==> src/rtl/fifo_spram_2bank.sv <==
// FIFO over two single-port RAM banks (even/odd entries) with a one-entry pending write buffer and a registered output stage.
// Latency: write to rd_valid is 2 cycles, or 3 when the write collides with a same-bank read and is parked in pending.
// Backpressure: wr_ready drops once FIFO_DEPTH slots are in use; rd_valid/rd_data hold while rd_ready is low.
module fifo_spram_2bank #(
    parameter int  DATA_WIDTH = 8,
    parameter int  FIFO_DEPTH = 16,
    parameter int  AF_LEVEL   = FIFO_DEPTH - 2,
    localparam int CNT_WIDTH  = $clog2(FIFO_DEPTH + 2)
) (
    input  logic                  clk,
    input  logic                  rst_n,
    input  logic                  flush,
    input  logic                  wr_valid,
    output logic                  wr_ready,
    input  logic [DATA_WIDTH-1:0] wr_data,
    output logic                  rd_valid,
    input  logic                  rd_ready,
    output logic [DATA_WIDTH-1:0] rd_data,
    output logic [CNT_WIDTH-1:0]  count,
    output logic                  almost_full
);
    localparam int AW         = $clog2(FIFO_DEPTH);
    localparam int BW         = AW - 1;
    localparam int BANK_DEPTH = FIFO_DEPTH / 2;

    // wr_ptr counts every accepted entry (pending one included); rd_ptr counts RAM reads issued.
    logic [AW:0]            wr_ptr;
    logic [AW:0]            rd_ptr;
    logic                   pend_vld;
    logic                   pend_bank;
    logic [BW-1:0]          pend_addr;
    logic [DATA_WIDTH-1:0]  pend_dat;
    logic                   rd_vld_q;
    logic                   rd_sel;
    logic [CNT_WIDTH-1:0]   count_q;

    logic [AW:0]            slots_used;
    logic [AW:0]            committed;
    logic [AW:0]            slots_nxt;
    logic                   full;
    logic                   act;
    logic                   wr_acc;
    logic                   rd_issue;
    logic                   wr_collide;
    logic                   wr_direct;
    logic                   rd_vld_nxt;
    logic                   rd_bank;
    logic                   wr_bank;
    logic [BW-1:0]          rd_addr;
    logic [BW-1:0]          wr_addr;
    logic [CNT_WIDTH-1:0]   count_nxt;

    // Occupancy, handshakes and per-cycle bank arbitration
    always_comb begin
        slots_used = wr_ptr - rd_ptr;
        committed  = slots_used - {{AW{1'b0}}, pend_vld};
        full       = (wr_ptr[AW] != rd_ptr[AW]) && (wr_ptr[AW-1:0] == rd_ptr[AW-1:0]);
        act        = rst_n && !flush;
        wr_acc     = wr_valid && !full;
        rd_bank    = rd_ptr[0];
        rd_addr    = rd_ptr[AW-1:1];
        wr_bank    = wr_ptr[0];
        wr_addr    = wr_ptr[AW-1:1];
        // A pending write owns its bank this cycle, so a read there must wait.
        rd_issue   = act && (committed != '0) && (!rd_vld_q || rd_ready)
                     && !(pend_vld && (pend_bank == rd_bank));
        // The pending entry always sits in the other bank from wr_ptr, so only a read can block a new write.
        wr_collide = rd_issue && (rd_bank == wr_bank);
        wr_direct  = act && wr_acc && !wr_collide;
        rd_vld_nxt = rd_issue || (rd_vld_q && !rd_ready);
        slots_nxt  = slots_used + {{AW{1'b0}}, wr_acc} - {{AW{1'b0}}, rd_issue};
        count_nxt  = CNT_WIDTH'(slots_nxt) + CNT_WIDTH'(rd_vld_nxt);
    end

    for (genvar b = 0; b < 2; b++) begin : g_bank
        localparam logic BSEL = (b == 1);
        logic [DATA_WIDTH-1:0] mem [BANK_DEPTH];
        logic [DATA_WIDTH-1:0] q;
        logic                  pend_hit;
        logic                  we;
        logic                  re;
        logic [BW-1:0]         wa;
        logic [DATA_WIDTH-1:0] wd;

        assign pend_hit = act && pend_vld && (pend_bank == BSEL);
        assign we       = pend_hit || (wr_direct && (wr_bank == BSEL));
        assign wa       = pend_hit ? pend_addr : wr_addr;
        assign wd       = pend_hit ? pend_dat : wr_data;
        assign re       = rd_issue && (rd_bank == BSEL);

        // Single port: one write or one read per cycle; q only changes on a read
        always_ff @(posedge clk) begin
            if (we) begin
                mem[wa] <= wd;
            end else if (re) begin
                q <= mem[rd_addr];
            end
        end
    end

    // Pointers, pending flag, output-stage valid/select and registered count
    always_ff @(posedge clk) begin
        if (!rst_n || flush) begin
            wr_ptr   <= '0;
            rd_ptr   <= '0;
            pend_vld <= 1'b0;
            rd_vld_q <= 1'b0;
            rd_sel   <= 1'b0;
            count_q  <= '0;
        end else begin
            if (wr_acc) begin
                wr_ptr <= wr_ptr + (AW+1)'(1);
            end
            if (rd_issue) begin
                rd_ptr <= rd_ptr + (AW+1)'(1);
                rd_sel <= rd_bank;
            end
            pend_vld <= wr_acc && wr_collide;
            rd_vld_q <= rd_vld_nxt;
            count_q  <= count_nxt;
        end
    end

    // Pending payload is qualified by pend_vld, so it carries no reset
    always_ff @(posedge clk) begin
        if (wr_acc && wr_collide) begin
            pend_dat  <= wr_data;
            pend_bank <= wr_bank;
            pend_addr <= wr_addr;
        end
    end

    assign wr_ready    = !full;
    assign rd_valid    = rd_vld_q;
    assign rd_data     = rd_vld_q ? (rd_sel ? g_bank[1].q : g_bank[0].q) : '0;
    assign count       = count_q;
    assign almost_full = (count_q >= CNT_WIDTH'(AF_LEVEL));

endmodule

==> config.mk <==
export PLATFORM = sky130hd
export DESIGN_NAME = fifo_spram_2bank
export DESIGN_NICKNAME = d
export VERILOG_FILES = /design/src/rtl/fifo_spram_2bank.sv
export SDC_FILE = /design/constraint.sdc
export NUM_CORES = 1
export LEC_CHECK = 0
export ABC_AREA = 1
export CORE_MARGIN = 5
export CORE_UTILIZATION = 30
export DETAILED_ROUTE_END_ITERATION = 16
export HOLD_SLACK_MARGIN = 0.03
export PLACE_DENSITY = 0.42
export SYNTH_ARGS = -nofsm -noshare
export SYNTH_HDL_FRONTEND = slang
export SYNTH_SLANG_ARGS = --single-unit
==> constraint.sdc <==
create_clock -name clk -period 5.77 [get_ports clk]
set_clock_uncertainty 0.2 [all_clocks]
set_input_delay 1.154 -clock clk [delete_from_list [all_inputs] [get_ports clk]]
set_output_delay 1.154 -clock clk [all_outputs]
set_load 0.02 [all_outputs]
==> flow_summary.rst <==
.. list-table::
   :header-rows: 1

   * - Metric
     - Value
   * - Share of the synthesized area in the top cell type
     - 0.614
   * - FFs w/ async S/R, synth
     - 0
   * - Net count after synthesis
     - about 740
   * - Synth cell count leaders
     - sky130_fd_sc_hd__edfxtp_1, sky130_fd_sc_hd__nor2_1, sky130_fd_sc_hd__o21ai_0
   * - Dominant synthesized flop cell
     - sky130_fd_sc_hd__edfxtp_1
   * - #FFs+latches synth
     - 174
   * - Area of the die
     - about 0.029 mm^2
   * - Die boundary height
     - around 170 um
   * - Total setup violations reported at the end of the flow
     - 0
   * - Final max-slew violation count
     - 0
   * - Critical path class
     - register to register
   * - Clock Latency Late Sink
     - between 0.4 and 0.5 ns
   * - Number of instances in the synthesized netlist
     - just over 700
   * - Areal power density over the cells
     - 324 mW/mm^2
   * - Headroom to the max-slew limit
     - 0.242
   * - Yosys warning count
     - 0
   * - Final ANT Viol Nets
     - 0
   * - Number of detailed-routing iterations run before antenna repair
     - 5
   * - Post-route minimum period
     - 4.39 ns
   * - Hold Vio Cnt, Final
     - 0
   * - Total negative slack
     - 0 ns
   * - Top cell type by total area after synthesis
     - sky130_fd_sc_hd__edfxtp_1
   * - Floorplan Core Area
     - between 0.02 and 0.03 mm^2
   * - Global-route wire length before repair
     - roughly 29 mm
   * - Vias post-DR
     - approximately 5,100
   * - Number of synthesized flops with an enable pin
     - roughly 160
   * - Hold WS
     - ~0.32 ns
   * - I/O pin count
     - 29
   * - Worst IR drop on VDD
     - 0.184 mV
   * - GP Congestion
     - between 0.8 and 0.9
   * - Die outline width
     - around 170 um
   * - Largest net degree at the start of global routing
     - 67
   * - Number of buffers between clock root and the deepest sink
     - 2
   * - Max Cap Violations
     - 0
   * - Count of cells resized by post-cts repair
     - 0
   * - Sink count of the clock tree
     - around 170
   * - Outcome
     - complete, no violations
   * - Synthesized area per cell
     - 10.8 um^2
   * - Row Count
     - 58
   * - Critical path startpoint category
     - register
   * - Avg WL per Cell
     - about 17 um
   * - Initial core utilization
     - 0.304
   * - Count of unique library cells instantiated by Yosys
     - 34
   * - Worst-path maximum fanout
     - 37
   * - Max frequency
     - around 230 MHz
   * - Vias in the first global route
     - between 5,000 and 6,000
   * - RSZ-0062 raised after global routing
     - no
   * - Number of buffers created by CTS
     - 17
   * - Final Cycle Share
     - 0.761
   * - Growth of design area from synthesis to finish
     - 17.4%
   * - CTS root buf
     - sky130_fd_sc_hd__clkbuf_16
   * - Violation count after the first detailed-route iteration
     - about 350
   * - Port-buffer cells
     - 28
   * - Final routed DRC violation total
     - 0
   * - Antenna violations before repair
     - 0
   * - Post-CTS setup-driven buffer insertion count
     - 0
   * - CP arrival
     - about 4.5 ns
   * - Global routing usage on met1
     - 0.186
   * - Path class of the lowest-slack min-delay path
     - register to register
   * - Main area contributors after synthesis
     - sky130_fd_sc_hd__edfxtp_1, sky130_fd_sc_hd__nor2_1, sky130_fd_sc_hd__o21ai_0
   * - Transition time at the pin with the least slew margin
     - between 1 and 1.5 ns
   * - Summed instance area of the synthesized netlist
     - approximately 0.0076 mm^2
   * - Static Leakage
     - around 3.1 nW
   * - Count of nets after finishing
     - roughly 770
   * - Sequential area share after synthesis
     - 0.661
   * - Most numerous cell in the Yosys netlist
     - sky130_fd_sc_hd__edfxtp_1
   * - Global-route usage over all layers
     - 0.131
   * - HPWL Detailed
     - about 13 mm
   * - Most Crowded Layer GR
     - met2
   * - DRT Wirelength
     - about 18 mm
   * - Clock input transition at the sequential cells of the worst setup and hold paths
     - around 0.06 ns
   * - Kind of end point of the critical path
     - register
   * - Average via count per standard cell
     - between 4 and 5
   * - Setup slack of the most critical reg-to-reg path
     - between 1 and 1.5 ns
   * - GRT met2 Usage
     - 0.205
   * - CTS H-tree depth
     - 4
   * - Global Route met3 Usage
     - 0.0277
   * - Hold_buf cts
     - 0
   * - Ant diodes
     - 0
   * - Req. time, crit path
     - 5.87 ns
   * - CTS tree
     - done
   * - GRT overflow
     - 0
   * - Share of post-route cells with drive strength above 1
     - 0.0785
[state kept, by name (all words and copies together) (netlist names)]
name        count
g_bank.mem    128
g_bank.q       16
pend_dat        8
count           5
rd_ptr          5
wr_ptr          5
pend_addr       3
pend_bank       1
pend_vld        1
rd_sel          1
rd_valid        1
[routing by layer]
layer | share of wire | vias to the layer above
met2 | 0.46 | 85
met3 | 0.028 | 15
met5 | 0 | -
met1 | 0.50 | 2453
met4 | 0.012 | 0
li1 | - | 2524
[report_power, final]
| group | switching [mW] | total [mW] | internal [mW] |
|---|---|---|---|
| clock network | 0.440 | 1.25 | 0.806 |
| logic | 0.159 | 0.245 | 0.0854 |
| registers | 0.0122 | 1.41 | 1.40 |
[cell type report]
type,count,area [um^2]
tap,330,413
clock buffer,22,444
inverter,44,168
fill,2509,16100
multi-input combinational,456,2270
timing repair buffer,48,430
sequential,174,5050
clock inverter,8,189
[worst max-delay path, stage by stage, from the launching register on]
cell and delay [ns]:
sky130_fd_sc_hd__dfxtp_1 0.30, sky130_fd_sc_hd__buf_4 0.38, sky130_fd_sc_hd__inv_1 0.13, sky130_fd_sc_hd__ha_1 0.38
sky130_fd_sc_hd__a21oi_1 0.24, sky130_fd_sc_hd__nand2_1 0.10, sky130_fd_sc_hd__nand2_1 0.09, sky130_fd_sc_hd__nand2_1 0.12
sky130_fd_sc_hd__ha_1 0.21, sky130_fd_sc_hd__nand2_1 0.06, sky130_fd_sc_hd__nand2_1 0.06, sky130_fd_sc_hd__nand3b_1 0.15
sky130_fd_sc_hd__nand2_1 0.07, sky130_fd_sc_hd__nand3_2 0.10, sky130_fd_sc_hd__nand2_2 0.18, sky130_fd_sc_hd__inv_4 0.08
sky130_fd_sc_hd__ha_1 0.30, sky130_fd_sc_hd__fa_1 0.38, sky130_fd_sc_hd__inv_1 0.09, sky130_fd_sc_hd__fa_1 0.18
sky130_fd_sc_hd__nand2_1 0.07, sky130_fd_sc_hd__a21oi_1 0.13, sky130_fd_sc_hd__nor2_1 0.06, sky130_fd_sc_hd__o21ai_0 0.15
sky130_fd_sc_hd__a21oi_1 0.06
[path summary, 6_finish.rpt]
kind / to / cells past startpoint / startpoint
max reg2reg: count[4] / 24 / rd_ptr[2]
min reg2reg: rd_ptr[3] / 2 / rd_ptr[3]
max: count[4] / 24 / rd_ptr[2]
min: rd_ptr[3] / 2 / rd_ptr[3]
[cell families (layout without fill, tap and decap cells)]
kind of cell	Yosys count	count (layout)	share of synthesized area
XOR/XNOR	5	5	0.00672
buffers and inverters	77	122	0.0413
adder cells (fa/ha/maj)	18	18	0.0325
flip-flops	174	174	0.661
AND/OR/NAND/NOR	268	268	0.144
AO/OA/AOI/OAI	165	165	0.114
[cells in the final DEF (no fill, tap or decap), drive strengths merged, types with 16 or more instances in the layout]
master	synthesis	final
clkbuf	23	22
o22ai	16	16
a31oi	17	17
clkdlybuf4s50	0	28
edfxtp	156	156
nand2	87	87
a21oi	29	29
o21ai	102	102
dfxtp	18	18
buf	10	20
nor2	157	157
nand3	18	18
inv	43	43
[metrics by stage]
step | total power, mW | setup slack [ns] | cells | utilization | instance area, um^2
after floorplan | 1.59 | 1.70 | 707 | - | 7630
after CTS | 2.94 | 1.32 | 1082 | 0.357 | 8960
after global routing | 3.03 | 0.808 | 1082 | 0.357 | 8960
after global placement | 1.69 | 1.16 | 1052 | 0.332 | 8330
final | 2.90 | 1.38 | 1082 | 0.357 | 8960
after detailed placement | 1.69 | 1.03 | 1052 | 0.332 | 8330
Note: power is estimated with default switching activity, not from simulation.
